==> src/rtl/branch_target_buffer_if.sv <==
// Fetch/execute-side bundle for the branch target buffer: flush control,
// search request/response and resolved-branch update.
interface branch_target_buffer_if;
    logic        iFLUSH;
    logic        oBUSY;
    logic        iSEARCH_STB;
    logic [31:0] iSEARCH_INST_ADDR;
    logic        oSEARCH_VALID;
    logic        oSEARCH_HIT;
    logic        oSEARCH_PREDICT_TAKEN;
    logic [31:0] oSEARCH_ADDR;
    logic        iUPDATE_STB;
    logic        iUPDATE_TAKEN;
    logic [31:0] iUPDATE_INST_ADDR;
    logic [31:0] iUPDATE_ADDR;

    modport master (
        output iFLUSH, iSEARCH_STB, iSEARCH_INST_ADDR,
               iUPDATE_STB, iUPDATE_TAKEN, iUPDATE_INST_ADDR, iUPDATE_ADDR,
        input  oBUSY, oSEARCH_VALID, oSEARCH_HIT, oSEARCH_PREDICT_TAKEN, oSEARCH_ADDR
    );

    modport slave (
        input  iFLUSH, iSEARCH_STB, iSEARCH_INST_ADDR,
               iUPDATE_STB, iUPDATE_TAKEN, iUPDATE_INST_ADDR, iUPDATE_ADDR,
        output oBUSY, oSEARCH_VALID, oSEARCH_HIT, oSEARCH_PREDICT_TAKEN, oSEARCH_ADDR
    );
endinterface

==> src/rtl/branch_target_buffer.sv <==
// Set-associative BTB with 2-bit direction counters and true-LRU replacement.
// Optional MIST1032_BTB_UPDATE_BYPASS_EN forwards a same-address update into the search result.
module branch_target_buffer #(
    parameter int SET_ADDR_W = 4,
    parameter int WAY_W      = 1
) (
    input  logic iCLOCK,
    input  logic inRESET,
    branch_target_buffer_if.slave bus
);
    localparam int SET_N = 1 << SET_ADDR_W;
    localparam int WAY_N = 1 << WAY_W;
    localparam int TAG_W = 30 - SET_ADDR_W;
    localparam int AGE_W = (WAY_W == 0) ? 1 : WAY_W;

    typedef logic [AGE_W-1:0] age_t;
    typedef enum logic {IDLE, FLUSH} state_t;

    logic             valid_q  [SET_N][WAY_N];
    logic [TAG_W-1:0] tag_q    [SET_N][WAY_N];
    logic [1:0]       ctr_q    [SET_N][WAY_N];
    logic [31:0]      target_q [SET_N][WAY_N];
    age_t             age_q    [SET_N][WAY_N];

    state_t                state_q, state_d;
    logic [SET_ADDR_W-1:0] cnt_q, cnt_d;

    logic        res_valid_q, res_hit_q, res_taken_q;
    logic [31:0] res_addr_q;

    logic [SET_ADDR_W-1:0] s_set, u_set;
    logic [TAG_W-1:0]      s_tag, u_tag;
    logic                  s_hit, u_hit, s_touch, u_en, u_write, victim_found;
    age_t                  s_way, u_hit_way, u_victim, u_way;
    age_t                  s_age_new [WAY_N];
    age_t                  u_base_age [WAY_N];
    age_t                  u_age_new [WAY_N];
    logic [1:0]            u_ctr_new;
    logic [31:0]           u_target_new;
    logic                  r_hit, r_taken;
    logic [31:0]           r_addr;

    logic unused_addr_bits;
    assign unused_addr_bits = ^{bus.iSEARCH_INST_ADDR[1:0], bus.iUPDATE_INST_ADDR[1:0]};

    assign s_set = bus.iSEARCH_INST_ADDR[SET_ADDR_W+1:2];
    assign s_tag = bus.iSEARCH_INST_ADDR[31:SET_ADDR_W+2];
    assign u_set = bus.iUPDATE_INST_ADDR[SET_ADDR_W+1:2];
    assign u_tag = bus.iUPDATE_INST_ADDR[31:SET_ADDR_W+2];

    always_comb begin
        state_d = state_q;
        cnt_d   = cnt_q;
        case (state_q)
            IDLE: begin
                if (bus.iFLUSH) begin
                    state_d = FLUSH;
                    cnt_d   = '0;
                end
            end
            FLUSH: begin
                if (bus.iFLUSH) begin
                    cnt_d = '0;
                end else if (cnt_q == SET_ADDR_W'(SET_N - 1)) begin
                    state_d = IDLE;
                    cnt_d   = '0;
                end else begin
                    cnt_d = cnt_q + 1'b1;
                end
            end
            default: begin
                state_d = IDLE;
                cnt_d   = '0;
            end
        endcase
    end

    always_ff @(posedge iCLOCK or negedge inRESET) begin
        if (!inRESET) begin
            state_q <= IDLE;
            cnt_q   <= '0;
        end else begin
            state_q <= state_d;
            cnt_q   <= cnt_d;
        end
    end

    // Search touches LRU first; the update then re-touches starting from those ages,
    // so on a shared set the update's ordering wins and its victim sees the search.
    always_comb begin
        s_hit        = 1'b0;
        s_way        = '0;
        u_hit        = 1'b0;
        u_hit_way    = '0;
        u_victim     = '0;
        victim_found = 1'b0;
        for (int w = 0; w < WAY_N; w++) begin
            if (valid_q[s_set][w] && tag_q[s_set][w] == s_tag) begin
                s_hit = 1'b1;
                s_way = age_t'(w);
            end
            if (valid_q[u_set][w] && tag_q[u_set][w] == u_tag) begin
                u_hit     = 1'b1;
                u_hit_way = age_t'(w);
            end
        end

        s_touch = bus.iSEARCH_STB && (state_q == IDLE) && s_hit;
        u_en    = bus.iUPDATE_STB && (state_q == IDLE) && !bus.iFLUSH;
        u_write = u_en && (u_hit || bus.iUPDATE_TAKEN);

        for (int w = 0; w < WAY_N; w++) begin
            if (age_t'(w) == s_way)
                s_age_new[w] = '0;
            else if (age_q[s_set][w] < age_q[s_set][s_way])
                s_age_new[w] = age_q[s_set][w] + 1'b1;
            else
                s_age_new[w] = age_q[s_set][w];
            u_base_age[w] = (s_touch && s_set == u_set) ? s_age_new[w] : age_q[u_set][w];
        end

        for (int w = 0; w < WAY_N; w++) begin
            if (!victim_found && !valid_q[u_set][w]) begin
                u_victim     = age_t'(w);
                victim_found = 1'b1;
            end
        end
        if (!victim_found) begin
            for (int w = 0; w < WAY_N; w++) begin
                if (u_base_age[w] == age_t'(WAY_N - 1))
                    u_victim = age_t'(w);
            end
        end
        u_way = u_hit ? u_hit_way : u_victim;

        for (int w = 0; w < WAY_N; w++) begin
            if (age_t'(w) == u_way)
                u_age_new[w] = '0;
            else if (u_base_age[w] < u_base_age[u_way])
                u_age_new[w] = u_base_age[w] + 1'b1;
            else
                u_age_new[w] = u_base_age[w];
        end

        if (!u_hit)
            u_ctr_new = 2'd2;
        else if (bus.iUPDATE_TAKEN)
            u_ctr_new = (ctr_q[u_set][u_way] == 2'd3) ? 2'd3 : ctr_q[u_set][u_way] + 2'd1;
        else
            u_ctr_new = (ctr_q[u_set][u_way] == 2'd0) ? 2'd0 : ctr_q[u_set][u_way] - 2'd1;
        u_target_new = bus.iUPDATE_TAKEN ? bus.iUPDATE_ADDR : target_q[u_set][u_way];

        r_hit   = s_hit;
        r_taken = ctr_q[s_set][s_way][1];
        r_addr  = target_q[s_set][s_way];
`ifdef MIST1032_BTB_UPDATE_BYPASS_EN
        if (u_write && bus.iSEARCH_INST_ADDR[31:2] == bus.iUPDATE_INST_ADDR[31:2]) begin
            r_hit   = 1'b1;
            r_taken = u_ctr_new[1];
            r_addr  = u_target_new;
        end
`endif
    end

    always_ff @(posedge iCLOCK or negedge inRESET) begin
        if (!inRESET) begin
            for (int s = 0; s < SET_N; s++) begin
                for (int w = 0; w < WAY_N; w++) begin
                    valid_q[s][w]  <= 1'b0;
                    tag_q[s][w]    <= '0;
                    ctr_q[s][w]    <= 2'd0;
                    target_q[s][w] <= '0;
                    age_q[s][w]    <= age_t'(w);
                end
            end
        end else if (state_q == FLUSH) begin
            for (int w = 0; w < WAY_N; w++) begin
                valid_q[cnt_q][w] <= 1'b0;
                age_q[cnt_q][w]   <= age_t'(w);
            end
        end else begin
            if (s_touch) begin
                for (int w = 0; w < WAY_N; w++)
                    age_q[s_set][w] <= s_age_new[w];
            end
            if (u_write) begin
                valid_q[u_set][u_way]  <= 1'b1;
                tag_q[u_set][u_way]    <= u_tag;
                ctr_q[u_set][u_way]    <= u_ctr_new;
                target_q[u_set][u_way] <= u_target_new;
                for (int w = 0; w < WAY_N; w++)
                    age_q[u_set][w] <= u_age_new[w];
            end
        end
    end

    // During a flush walk every search is answered as a miss.
    always_ff @(posedge iCLOCK or negedge inRESET) begin
        if (!inRESET) begin
            res_valid_q <= 1'b0;
            res_hit_q   <= 1'b0;
            res_taken_q <= 1'b0;
            res_addr_q  <= '0;
        end else begin
            res_valid_q <= bus.iSEARCH_STB;
            if (state_q == IDLE && bus.iSEARCH_STB && r_hit) begin
                res_hit_q   <= 1'b1;
                res_taken_q <= r_taken;
                res_addr_q  <= r_addr;
            end else begin
                res_hit_q   <= 1'b0;
                res_taken_q <= 1'b0;
                res_addr_q  <= '0;
            end
        end
    end

    assign bus.oBUSY                 = (state_q == FLUSH);
    assign bus.oSEARCH_VALID         = res_valid_q;
    assign bus.oSEARCH_HIT           = res_hit_q;
    assign bus.oSEARCH_PREDICT_TAKEN = res_taken_q;
    assign bus.oSEARCH_ADDR          = res_addr_q;
endmodule

==> src/flat_wrapper.sv <==
// flat-port wrapper written by rule: the top's interface ports become plain ports
module branch_target_buffer_flat 
#(
    parameter int SET_ADDR_W = 4,
    parameter int WAY_W      = 1
)
  (iCLOCK, inRESET, bus_iFLUSH, bus_iSEARCH_STB, bus_iSEARCH_INST_ADDR, bus_iUPDATE_STB, bus_iUPDATE_TAKEN, bus_iUPDATE_INST_ADDR, bus_iUPDATE_ADDR, bus_oBUSY, bus_oSEARCH_VALID, bus_oSEARCH_HIT, bus_oSEARCH_PREDICT_TAKEN, bus_oSEARCH_ADDR);
  branch_target_buffer_if bus_i ();
  input  logic iCLOCK;
  input  logic inRESET;
  input wire logic [$bits(bus_i.iFLUSH)-1:0] bus_iFLUSH;
  input wire logic [$bits(bus_i.iSEARCH_STB)-1:0] bus_iSEARCH_STB;
  input wire logic [$bits(bus_i.iSEARCH_INST_ADDR)-1:0] bus_iSEARCH_INST_ADDR;
  input wire logic [$bits(bus_i.iUPDATE_STB)-1:0] bus_iUPDATE_STB;
  input wire logic [$bits(bus_i.iUPDATE_TAKEN)-1:0] bus_iUPDATE_TAKEN;
  input wire logic [$bits(bus_i.iUPDATE_INST_ADDR)-1:0] bus_iUPDATE_INST_ADDR;
  input wire logic [$bits(bus_i.iUPDATE_ADDR)-1:0] bus_iUPDATE_ADDR;
  output wire logic [$bits(bus_i.oBUSY)-1:0] bus_oBUSY;
  output wire logic [$bits(bus_i.oSEARCH_VALID)-1:0] bus_oSEARCH_VALID;
  output wire logic [$bits(bus_i.oSEARCH_HIT)-1:0] bus_oSEARCH_HIT;
  output wire logic [$bits(bus_i.oSEARCH_PREDICT_TAKEN)-1:0] bus_oSEARCH_PREDICT_TAKEN;
  output wire logic [$bits(bus_i.oSEARCH_ADDR)-1:0] bus_oSEARCH_ADDR;
  assign bus_i.iFLUSH = bus_iFLUSH;
  assign bus_i.iSEARCH_STB = bus_iSEARCH_STB;
  assign bus_i.iSEARCH_INST_ADDR = bus_iSEARCH_INST_ADDR;
  assign bus_i.iUPDATE_STB = bus_iUPDATE_STB;
  assign bus_i.iUPDATE_TAKEN = bus_iUPDATE_TAKEN;
  assign bus_i.iUPDATE_INST_ADDR = bus_iUPDATE_INST_ADDR;
  assign bus_i.iUPDATE_ADDR = bus_iUPDATE_ADDR;
  assign bus_oBUSY = bus_i.oBUSY;
  assign bus_oSEARCH_VALID = bus_i.oSEARCH_VALID;
  assign bus_oSEARCH_HIT = bus_i.oSEARCH_HIT;
  assign bus_oSEARCH_PREDICT_TAKEN = bus_i.oSEARCH_PREDICT_TAKEN;
  assign bus_oSEARCH_ADDR = bus_i.oSEARCH_ADDR;
  branch_target_buffer #(.SET_ADDR_W(SET_ADDR_W), .WAY_W(WAY_W)) u_core (.iCLOCK(iCLOCK), .inRESET(inRESET), .bus(bus_i));
endmodule
==> config.mk <==
export PLATFORM = sky130hd
export DESIGN_NAME = branch_target_buffer_flat
export DESIGN_NICKNAME = d
export VERILOG_FILES = /design/src/rtl/branch_target_buffer_if.sv /design/src/rtl/branch_target_buffer.sv /design/src/flat_wrapper.sv
export SDC_FILE = /design/constraint.sdc
export NUM_CORES = 2
export LEC_CHECK = 0
export CORE_MARGIN = 2
export CORE_UTILIZATION = 45
export CTS_BUF_LIST = sky130_fd_sc_hd__clkbuf_16
export CTS_CLUSTER_DIAMETER = 50
export DETAILED_ROUTE_END_ITERATION = 6
export GPL_TIMING_DRIVEN = 0
export PLACE_DENSITY = 0.62
export REMOVE_ABC_BUFFERS = 1
export SYNTH_ARGS = -nofsm -noshare
export SYNTH_HDL_FRONTEND = slang
export SYNTH_SLANG_ARGS = --single-unit
==> constraint.sdc <==
create_clock -name iCLOCK -period 4.85 [get_ports iCLOCK]
set_clock_uncertainty 0.05 [all_clocks]
set_input_delay 0.97 -clock iCLOCK [delete_from_list [all_inputs] [get_ports iCLOCK]]
set_output_delay 0.97 -clock iCLOCK [all_outputs]
set_load 0.01 [all_outputs]
==> summary.md <==
| Metric | Value |
|---|---|
| Antenna violations before repair | 30 |
| Crit end category | flop |
| Max-Cap Viols | 0 |
| Simple-gate share of the synthesized area | 3.07% |
| Largest family of logic cells by synthesized area | multiplexers |
| Synth Warn # | 0 |
| Tightest Pin Transition | 1.40 ns |
| Status | complete, but fails checks |
| Drt drc | 1 |
| Routed len/inst | 36.6 microns |
| Ys flop type | dfrtp_1 |
| Mux contribution to synthesized area | 43.5% |
| Antenna Nets Post-Route | 0 |
| Fin area | 137000 sq um |
| Syn avg cell area | 14.9 sq um |
| Tot GR Track Use | 32.2% |
| Drt total wl | 415000 microns |
| Final Hold Viols | 0 |
| Cell Pwr Density | 282 nW/um^2 |
| Post-placement cell area | 117000 sq um |
| Post-route clock period utilization | 118% |
| CTS tree | built |
| Area Growth Syn to Fin | 24.3% |
| Cts bufs inserted | 239 |
| Final #Nets | 8002 |
| Setup TNS | -1180.10 ns |
| Site Rows | 181 |
| TritonCTS Sinks | 2024 |
| Tmin final | 5.74 ns |
| Grt total ovfl | 0 |
| Setup WS pre-CTS | -4.96 ns |
| Unrepaired setup endpoints after global routing | true |
| Element type at the critical path start | primary input |
| Die Span Y | 499 microns |
| Detailed-route via count | 76730 |
| Seq/Total Area, Yosys | 46.0% |
| Layout cells sized above 1 | 53.6% |
| Leakage | 62.5 nW |
| Post-Synth XOR/XNOR Area | 1.05% |
| Worst VDD drop | 0.325 mV |
| Synth Area in Compound Gates | 3.07% |
| Clk_lat worst skew | 0.90 ns |
| Max Slew Vio Count | 0 |
| Fill cells | 18870 |
| Die width | 499 microns |
| HP Class | reg2reg |
| Dpl hpwl | 226000 microns |
| Root Buffer | clkbuf_16 |
| CP arrival | 6.46 ns |
| FMAX | 174 MHz |
| Worst hold margin | 0.445 ns |
| Die area | 249000 sq um |
| Setup violations, final | 1976 |
| Synth cell types | 82 |
| Post-Syn Instances | 7406 |
| Cells after DPL | 10249 |
| Top post-synthesis cells by area | dfrtp_1 46%, mux4_2 21%, mux2_2 19% |
| Core ar. | 243000 sq um |
| Drt first pass iters | 7 |
| Post-synthesis share of cell area spent on full adders, half adders and majority gates | 0.0637% |
| Worst Setup Slack, final | -0.888 ns |
| FF+latch count, synth | 2024 |
| WP data required | 5.57 ns |
| Fin cells | 11327 |
| Mapped Area | 110000 sq um |
| GPL Wtd Cong | 0.897 |
| Worst slew margin relative to its limit | 6.32% |
| Top-level I/O count | 138 |
| Vias in the first global route | 76292 |
| Largest net degree at the start of global routing | 178 |
| Initial core utilization | 45.2% |
| Htree depth | 4 |
| Post-synth EDFFs | 0 |
| Yosys top cell by area | dfrtp_1 |
| Post-synth top area share | 45.7% |
| Bufs on Longest Clock Path | 3 |
| Crit-path max FO | 41 |
| Via-to-Cell Ratio | 6.77 |
| Initial DRC Count | 9305 |
| First-pass GRT wire length | 575000 microns |
| Ys async rst share | 100% |
| Setup Crit Path Kind | in2reg |
| Failing checks | design-rule violations, negative setup slack |
| Register clock-pin slew on the reported worst setup and hold paths | 0.06 ns |
| # port buffers | 133 |
## timing repair
item / CTS / global route
hold buffers: 1 / 0
endpoints found under the hold margin: 55 / 0
cloned: 113 / 20
resized for setup: 426 / 507
endpoints found under the setup margin: 2018 / 2016
pin swaps: 41 / 28
buffers inserted: 212 / 268
## worst max-delay path, stage by stage
cell	delay, ns
buf_16	0.16
buf_16	0.25
inv_16	0.24
buf_16	0.23
mux4_2	0.61
xnor2_2	0.18
nor4_4	0.25
nand4_1	0.45
or4b_4	0.69
a31oi_4	0.23
o31ai_4	0.11
buf_12	0.15
buf_16	0.14
buf_12	0.14
nor4_4	0.21
buf_6	0.19
buf_8	0.12
buf_8	0.13
buf_8	0.15
buf_8	0.13
buf_8	0.14
mux2_4	0.30
## flip-flops by register name, indices dropped and copies added (netlist names)
signal	cells
u_core.bus.oSEARCH_VALID	1
u_core.bus.oSEARCH_HIT	1
u_core.cnt_q	4
u_core.valid_q	32
u_core.ctr_q	64
u_core.bus.oSEARCH_ADDR	32
u_core.target_q	1024
u_core.bus.oSEARCH_PREDICT_TAKEN	1
u_core.age_q	32
u_core.tag_q	832
u_core.bus.oBUSY	1
## cell families after synthesis
logic type / Yosys count
buffers and inverters: 800
multiplexers: 3256
AO/OA/AOI/OAI: 483
XOR/XNOR: 132
flip-flops: 2024
adder cells (fa/ha/maj): 6
AND/OR/NAND/NOR: 705
## routing by layer
metal / share of wire, % / global-route usage [%]
met2: 44 / 47.6
met5: 0.018 / 0
met1: 39 / 44.1
met4: 5.6 / 14.5
met3: 11 / 9.30
## synth_stat cells (9+ instances only)
library cell	number
buf_2	253
mux2i_1	302
nor2b_1	20
nor3_1	40
a211oi_1	19
o2bb2ai_1	9
xnor2_1	94
mux2_1	29
clkbuf_1	357
a2bb2oi_1	23
xor2_1	38
o22ai_1	38
a31oi_1	23
a21oi_1	97
dfrtp_1	2008
nand2_1	346
nand2b_1	20
a22oi_1	64
nand3_1	41
buf_1	81
nor2_1	99
o22a_1	26
dfstp_2	16
inv_1	44
and3_1	34
mux2_2	1899
or4_1	11
o21ai_0	56
a22o_1	15
buf_4	57
mux4_2	1026
nor4_1	20
a221oi_1	25
o2111ai_1	12
nand4_1	22
## where the power goes
part | switching [mW] | internal [mW]
sequential | 0.0690 | 17.0
combinational | 2.18 | 1.23
clock | 7.77 | 10.3
total | 10.0 | 28.5
## path summary, 6_finish.rpt
path	start	endpoint	slack [ns]	cells past startpoint
max	bus_iUPDATE_INST_ADDR[5]	u_core.target_q[570]$_DFFE_PN0P_	-0.89	22
min	u_core.ctr_q[4]$_DFFE_PN0P_	u_core.ctr_q[4]$_DFFE_PN0P_	0.44	1
max reg2reg	u_core.tag_q[242]$_DFFE_PN0P_	u_core.target_q[570]$_DFFE_PN0P_	-0.51	20
min reg2reg	u_core.ctr_q[4]$_DFFE_PN0P_	u_core.ctr_q[4]$_DFFE_PN0P_	0.44	1
max in group asynchronous	inRESET	u_core.tag_q[666]$_DFFE_PN0P_	0.67	7
min in group asynchronous	inRESET	u_core.target_q[906]$_DFFE_PN0P_	0.54	2
## placed cells by master, fill, tap and decap left out, drive strengths merged, types with 10 or more instances in the layout
cell,n
a221oi,25
a21oi,97
xnor2,94
mux2,1928
bufinv,19
a22o,15
nand2b,20
xor2,38
bufbuf,67
a22oi,64
a31oi,23
mux2i,302
o22ai,38
clkbuf,272
o22a,26
o2111ai,12
clkinvlp,12
nor4,28
o21ai,57
a211oi,19
inv,108
clkinv,117
or4,11
mux4,1026
clkdlybuf4s50,100
diode,16
a2bb2oi,23
and4,10
nand4,27
nor3,44
dfstp,16
nand2,346
nor2,99
dfrtp,2008
and3,34
buf,789
nand3,42
nor2b,20
## metrics by stage
stage	util, %	total power [mW]
floorplan	-	18.3
global placement	46.1	21.0
detailed placement	48.2	20.1
CTS	54.3	38.5
global route	56.2	39.6
finish	56.2	38.5
## cell type report
class / count / area [sq um] / share of cell area (%)
timing repair buffer: 993 / 15600 / 11.4
clock inverter: 206 / 1630 / 1.19
clock buffer: 248 / 6210 / 4.54
tap: 3202 / 4010 / 2.93
multi-input combinational: 4588 / 58400 / 42.7
sequential: 2024 / 50700 / 37.1
timing repair inverter: 1 / 8.76 / 0.00640
inverter: 49 / 223 / 0.163
antenna: 16 / 40.0 / 0.0293
(Power assumes the default switching activity.)
